$ cat src/rtl/arm_pkg.sv
// Shared definitions for the multicycle ARM controller: main FSM state codes,
// datapath mux select encodings and the control word the FSM drives.
package arm_pkg;

    typedef enum logic [3:0] {
        FETCH    = 4'd0,
        DECODE   = 4'd1,
        MEMADR   = 4'd2,
        MEMRD    = 4'd3,
        MEMWB    = 4'd4,
        MEMWR    = 4'd5,
        EXECUTER = 4'd6,
        EXECUTEI = 4'd7,
        ALUWB    = 4'd8,
        BRANCH   = 4'd9,
        UNKNOWN  = 4'd10
    } state_t;

    localparam logic [1:0] SRCA_REG = 2'b00;
    localparam logic [1:0] SRCA_PC  = 2'b01;

    localparam logic [1:0] SRCB_REG  = 2'b00;
    localparam logic [1:0] SRCB_IMM  = 2'b01;
    localparam logic [1:0] SRCB_FOUR = 2'b10;

    localparam logic [1:0] RES_ALUOUT    = 2'b00;
    localparam logic [1:0] RES_RDATA     = 2'b01;
    localparam logic [1:0] RES_ALURESULT = 2'b10;

    localparam logic [1:0] OP_DP      = 2'b00;
    localparam logic [1:0] OP_MEM     = 2'b01;
    localparam logic [1:0] OP_BRANCH  = 2'b10;
    localparam logic [1:0] OP_ILLEGAL = 2'b11;

    localparam int FUNCT_I_BIT = 5;
    localparam int FUNCT_L_BIT = 0;

    typedef struct packed {
        logic       ir_write;
        logic       adr_src;
        logic [1:0] alu_src_a;
        logic [1:0] alu_src_b;
        logic [1:0] result_src;
        logic       alu_op;
        logic       next_pc;
        logic       reg_w;
        logic       mem_w;
        logic       branch;
    } ctrl_t;

    // All-zero control word: the baseline every state starts from.
    function automatic ctrl_t ctrl_idle();
        ctrl_t c;
        c = '0;
        return c;
    endfunction

endpackage

$ cat src/rtl/main_fsm_outdec.sv
// Combinational state-to-control-word table for the main FSM; any code that is
// not a defined state yields the all-zero word.
module main_fsm_outdec
    import arm_pkg::*;
(
    input  logic [3:0] state,
    output logic       ir_write,
    output logic       adr_src,
    output logic [1:0] alu_src_a,
    output logic [1:0] alu_src_b,
    output logic [1:0] result_src,
    output logic       alu_op,
    output logic       next_pc,
    output logic       reg_w,
    output logic       mem_w,
    output logic       branch
);

    ctrl_t ctrl;

    always_comb begin
        ctrl = ctrl_idle();
        case (state)
            FETCH: begin
                ctrl.ir_write   = 1'b1;
                ctrl.next_pc    = 1'b1;
                ctrl.adr_src    = 1'b0;
                ctrl.alu_src_a  = SRCA_PC;
                ctrl.alu_src_b  = SRCB_FOUR;
                ctrl.alu_op     = 1'b0;
                ctrl.result_src = RES_ALURESULT;
            end
            DECODE: begin
                ctrl.alu_src_a  = SRCA_PC;
                ctrl.alu_src_b  = SRCB_FOUR;
                ctrl.alu_op     = 1'b0;
                ctrl.result_src = RES_ALURESULT;
            end
            MEMADR: begin
                ctrl.alu_src_a  = SRCA_REG;
                ctrl.alu_src_b  = SRCB_IMM;
                ctrl.alu_op     = 1'b0;
            end
            MEMRD: begin
                ctrl.adr_src    = 1'b1;
                ctrl.result_src = RES_ALUOUT;
            end
            MEMWB: begin
                ctrl.result_src = RES_RDATA;
                ctrl.reg_w      = 1'b1;
            end
            MEMWR: begin
                ctrl.adr_src    = 1'b1;
                ctrl.result_src = RES_ALUOUT;
                ctrl.mem_w      = 1'b1;
            end
            EXECUTER: begin
                ctrl.alu_src_a  = SRCA_REG;
                ctrl.alu_src_b  = SRCB_REG;
                ctrl.alu_op     = 1'b1;
            end
            EXECUTEI: begin
                ctrl.alu_src_a  = SRCA_REG;
                ctrl.alu_src_b  = SRCB_IMM;
                ctrl.alu_op     = 1'b1;
            end
            ALUWB: begin
                ctrl.result_src = RES_ALUOUT;
                ctrl.reg_w      = 1'b1;
            end
            BRANCH: begin
                ctrl.alu_src_a  = SRCA_REG;
                ctrl.alu_src_b  = SRCB_IMM;
                ctrl.alu_op     = 1'b0;
                ctrl.result_src = RES_ALURESULT;
                ctrl.branch     = 1'b1;
            end
            default: ctrl = ctrl_idle();
        endcase
    end

    assign ir_write   = ctrl.ir_write;
    assign adr_src    = ctrl.adr_src;
    assign alu_src_a  = ctrl.alu_src_a;
    assign alu_src_b  = ctrl.alu_src_b;
    assign result_src = ctrl.result_src;
    assign alu_op     = ctrl.alu_op;
    assign next_pc    = ctrl.next_pc;
    assign reg_w      = ctrl.reg_w;
    assign mem_w      = ctrl.mem_w;
    assign branch     = ctrl.branch;

endmodule

$ cat src/rtl/main_fsm.sv
// Moore main controller of the multicycle ARM: sequences fetch, decode and the
// per-class execute steps, and drives the datapath control word.
module main_fsm
    import arm_pkg::*;
(
    input  logic       clk,
    input  logic       reset,
    input  logic [1:0] Op,
    input  logic [5:0] Funct,
    output logic       IRWrite,
    output logic       AdrSrc,
    output logic [1:0] ALUSrcA,
    output logic [1:0] ALUSrcB,
    output logic [1:0] ResultSrc,
    output logic       ALUOp,
    output logic       NextPC,
    output logic       RegW,
    output logic       MemW,
    output logic       Branch,
    output logic [3:0] State
);

    logic [3:0] state_q;
    logic [3:0] state_d;

    logic raw_ir_write;
    logic raw_next_pc;
    logic raw_reg_w;
    logic raw_mem_w;
    logic raw_branch;

    // Funct[4:1] carry ALU/condition detail that only the ALU decoder uses.
    logic unused_funct;
    assign unused_funct = ^Funct[4:1];

    always_ff @(posedge clk) begin
        if (reset) begin
            state_q <= FETCH;
        end else begin
            state_q <= state_d;
        end
    end

    // Op/Funct matter only in DECODE and MEMADR; unused codes recover to FETCH.
    always_comb begin
        state_d = FETCH;
        case (state_q)
            FETCH:  state_d = DECODE;
            DECODE: begin
                case (Op)
                    OP_DP:     state_d = Funct[FUNCT_I_BIT] ? EXECUTEI : EXECUTER;
                    OP_MEM:    state_d = MEMADR;
                    OP_BRANCH: state_d = BRANCH;
                    default:   state_d = UNKNOWN;
                endcase
            end
            MEMADR:   state_d = Funct[FUNCT_L_BIT] ? MEMRD : MEMWR;
            MEMRD:    state_d = MEMWB;
            MEMWB:    state_d = FETCH;
            MEMWR:    state_d = FETCH;
            EXECUTER: state_d = ALUWB;
            EXECUTEI: state_d = ALUWB;
            ALUWB:    state_d = FETCH;
            BRANCH:   state_d = FETCH;
            UNKNOWN:  state_d = FETCH;
            default:  state_d = FETCH;
        endcase
    end

    main_fsm_outdec u_outdec (
        .state      (state_q),
        .ir_write   (raw_ir_write),
        .adr_src    (AdrSrc),
        .alu_src_a  (ALUSrcA),
        .alu_src_b  (ALUSrcB),
        .result_src (ResultSrc),
        .alu_op     (ALUOp),
        .next_pc    (raw_next_pc),
        .reg_w      (raw_reg_w),
        .mem_w      (raw_mem_w),
        .branch     (raw_branch)
    );

    // Architectural side effects stay off while reset is held.
    assign IRWrite = raw_ir_write & ~reset;
    assign NextPC  = raw_next_pc  & ~reset;
    assign RegW    = raw_reg_w    & ~reset;
    assign MemW    = raw_mem_w    & ~reset;
    assign Branch  = raw_branch   & ~reset;

    assign State = state_q;

endmodule

$ cat config.mk
export PLATFORM = sky130hd
export DESIGN_NAME = main_fsm
export DESIGN_NICKNAME = d
export VERILOG_FILES = /design/src/rtl/arm_pkg.sv /design/src/rtl/main_fsm_outdec.sv /design/src/rtl/main_fsm.sv
export SDC_FILE = /design/constraint.sdc
export NUM_CORES = 1
export LEC_CHECK = 0
export BUFFER_PORTS_ARGS = -buffer_cell sky130_fd_sc_hd__buf_4
export CORE_AREA = 4 4 41 43
export DETAILED_ROUTE_END_ITERATION = 8
export DIE_AREA = 0 0 45 47
export GPL_ROUTABILITY_DRIVEN = 0
export GPL_TIMING_DRIVEN = 0
export HOLD_SLACK_MARGIN = 0.12
export PLACE_DENSITY_LB_ADDON = 0.12
export SYNTH_ARGS = -nofsm -noshare
export SYNTH_HDL_FRONTEND = slang
export SYNTH_SLANG_ARGS = --single-unit
$ cat constraint.sdc
create_clock -name clk -period 1.5 [get_ports clk]
set_input_delay 0.3 -clock clk [delete_from_list [all_inputs] [get_ports clk]]
set_output_delay 0.3 -clock clk [all_outputs]
set_load 0.02 [all_outputs]
==> Implementation_results.wiki <==
{| class="wikitable"
! Metric !! Value
|-
| Slack of the worst reg-to-reg path || 0.42 ns
|-
| Number of enable-type register cells in the synthesized netlist || 0
|-
| DR vias/cell || 4.70
|-
| Clock sink count || 4
|-
| Clk_skew || 0.0103 ns
|-
| Final clock period utilization by the worst path || 111%
|-
| Final critical delay including setup and external delays || 1.66 ns
|-
| Most frequently used flop master after synthesis || dfxtp_1
|-
| Area taken by flip-flops and latches || 90.1 um2
|-
| Count of max-cap constraint violations || 0
|-
| Highest net fanout along the worst path || 4
|-
| Detailed Place HPWL || 741 um
|-
| Routed via count || 423
|-
| Cell variety after synth || 25
|-
| Maximum frequency from static timing analysis || 603 MHz
|-
| Overall die area || 2120 um2
|-
| Overflow after GRT || 0
|-
| Multi-input gate area in the final layout || 289 um2
|-
| Number of clock buffers inserted by TritonCTS || 3
|-
| Worst-Skew Late Latency || 0.25 ns
|-
| Final Hold Vio Count || 0
|-
| Final setup violation count || 5
|-
| Die span in y || 47 um
|-
| Hold slack || 0.277 ns
|-
| Num rows || 13
|-
| Average wire per cell in the routed design || 12.9 um
|-
| Overall fraction of global-route tracks in use || 11.0%
|-
| Largest buffer count on any clock path || 2
|-
| Antenna violations before repair || 0
|-
| Number of synthesized register bits || 4
|-
| Top post-synthesis cells by area || dfxtp_1 23%, nor3_1 7.2%, buf_4 6.5%
|-
| Via count of the first global-routing pass || 404
|-
| Horizontal die dimension || 45 um
|-
| Routed metal-1 wirelength || 459 um
|-
| Post-route ant nets || 0
|-
| Count of pins on the block boundary || 27
|-
| Synthesized area || 347 um2
|-
| Count of buffer and inverter cells on the critical path || 2
|-
| Unrepaired setup endpoints after global routing || true
|-
| Most frequent cell after synthesis || nor3_1
|-
| Result of the run || complete, but fails checks
|-
| Syn Inst Count || 42
|-
| YS warnings || 0
|-
| Post-route setup slack || -0.160 ns
|-
| Fraction of synthesis flops using an asynchronous set or reset pin || 0%
|-
| Mean instance size in the synthesized netlist || 8.25 um2
|-
| Detailed-routed wire length on met2 || 596 um
|-
| Register clock-pin slew on the reported worst setup and hold paths || 0.05 ns
|-
| Drt pass-1 iters || 2
|-
| CTS H-tree lvls || 1
|-
| Setup crit end kind || primary output
|-
| Type of the worst min-delay path || in2reg
|-
| Number of buffers inserted by port buffering || 21
|-
| Cell family contributing the most delay on the critical path || simple AND/OR/NAND/NOR gates
|-
| Maximum number of pins on one net before global-route repair || 11
|-
| Highest cell delay on the worst timing path || 0.40 ns
|-
| Power density over cell area || 840 nW/um2
|-
| CTS root buf || clkbuf_4
|-
| Crit-path slowest cell || or3_4
|-
| Most numerous cell types in the synthesized netlist || 5 x nor3_1, 4 x dfxtp_1, 3 x buf_4, 3 x inv_1, 3 x nor2_1
|-
| Placement Setup Slack || -0.0394 ns
|-
| Fraction of the yosys area taken by sequential cells || 23.1%
|-
| Area growth from synthesis to final layout || 108%
|-
| Share of post-route cells with drive strength above 1 || 78.7%
|-
| Remaining DRCs || 0
|-
| Fillcell total || 141
|-
| Ant diodes || 0
|-
| Cell type with the largest total area after synthesis || dfxtp_1
|-
| Largest register FFs || 4
|-
| Wire length on met3 || 73 um
|-
| Number of nets in the synthesized netlist || 52
|-
| Wire length of the first global-routing pass || 1.65 mm
|-
| Critical path cell sequence || or3_4 -> nor3_4 -> buf_4 -> buf_6
|-
| Violation count after the first detailed-routing iteration || 4
|-
| Number of max-slew violations in the final report || 0
|-
| Start-to-end type of the worst setup path || reg2out
|-
| Highest metal layer with signal wires || met4
|-
| Largest voltage drop on the vdd net || 0.370 mV
|-
| Effective utilization at floorplan || 26.6%
|-
| Core area || 1300 um2
|-
| Routed wire length || 1.16 mm
|-
| Violations in the final reports || setup timing
|-
| Post-layout net count || 87
|-
| Portion of synthesized cell area occupied by the leading cell type || 23.1%
|-
| Static Leakage || 0.320 nW
|-
| Required time at the endpoint of the critical path || 1.20 ns
|-
| Worst Setup Start Kind || flip-flop
|-
| CTS tree || done
|-
| Endpoint arrival time on the critical path || 1.36 ns
|}
[cell type report]
| cell class | count | area share, % |
|---|---|---|
| Buffer | 4 | 5.20 |
| Clock buffer | 3 | 3.12 |
| Inverter | 3 | 1.56 |
| Multi-Input combinational cell | 29 | 40.0 |
| Sequential cell | 4 | 12.5 |
| Tap cell | 15 | 2.60 |
| Timing Repair Buffer | 32 | 35.0 |
[worst paths after layout]
kind / cells after the start / start / endpoint
max: 4 / State[3]$_SDFF_PP0_ / NextPC
min: 2 / reset / State[3]$_SDFF_PP0_
min reg2reg: 2 / State[3]$_SDFF_PP0_ / State[3]$_SDFF_PP0_
max reg2reg: 3 / State[3]$_SDFF_PP0_ / State[2]$_SDFF_PP0_
[per-layer routing]
layer,global-route usage [%],up-vias
li1,-,208
met1,12.0,192
met2,18.4,19
met3,2.30,4
met4,8.77,0
met5,0,-
[kinds of logic after synthesis]
kind of cell              after synthesis  synth area share [%]
and+or+nand+nor                        17                  29.6
buffers and inverters                   9                  17.7
AOI/OAI and AO/OA                       9                  23.5
xor gates and xnor gates                2                  5.06
DFF                                     4                  23.1
other                                   1                  1.08
[worst reg2reg max path: stages (launching register included)]
cell and delay (ns):
dfxtp_4 0.35, or3_4 0.40, buf_4 0.16, nor2_1 0.09
[metrics by stage]
stage	utilization, %	setup TNS [ns]	std cells	power (W)	instance area [um2]
2_1_floorplan	-	-0.359	42	0.000302	375
3_3_place_gp	42.4	-0.0474	78	0.000393	552
3_5_place_dp	42.4	-0.0444	78	0.000394	552
4_1_cts	52.8	-0.804	88	0.000591	687
5_1_grt	55.5	-0.801	90	0.000637	722
6_report	55.5	-0.472	90	0.000606	722
[power breakdown]
group | switching [W] | total [W] | internal (W)
logic | 0.000166 | 0.000333 | 0.000167
registers | 0.0000115 | 0.000128 | 0.000117
clock network | 0.0000546 | 0.000145 | 0.0000902
[cells in the final DEF (no fill, tap or decap), types with 2 or more instances in the layout]
cell type,netlist,layout
clkbuf_4,0,3
nand2b_4,1,3
dfxtp_2,0,2
nor2_1,3,2
a21oi_2,2,2
nor3_4,0,2
nor3_2,1,4
dfxtp_4,0,2
buf_6,2,6
nand2_1,2,2
buf_4,3,29
inv_1,3,3
[repair_timing]
| item | in CTS | in global routing |
|---|---|---|
| endpoints found under the setup margin | 11 | 10 |
| hold buffers | 0 | 0 |
| resized for setup | 14 | 8 |
| gates cloned | 0 | 1 |
| buffers inserted | 7 | 3 |
| pin swaps | 1 | 5 |
(Power assumes the default switching activity.)
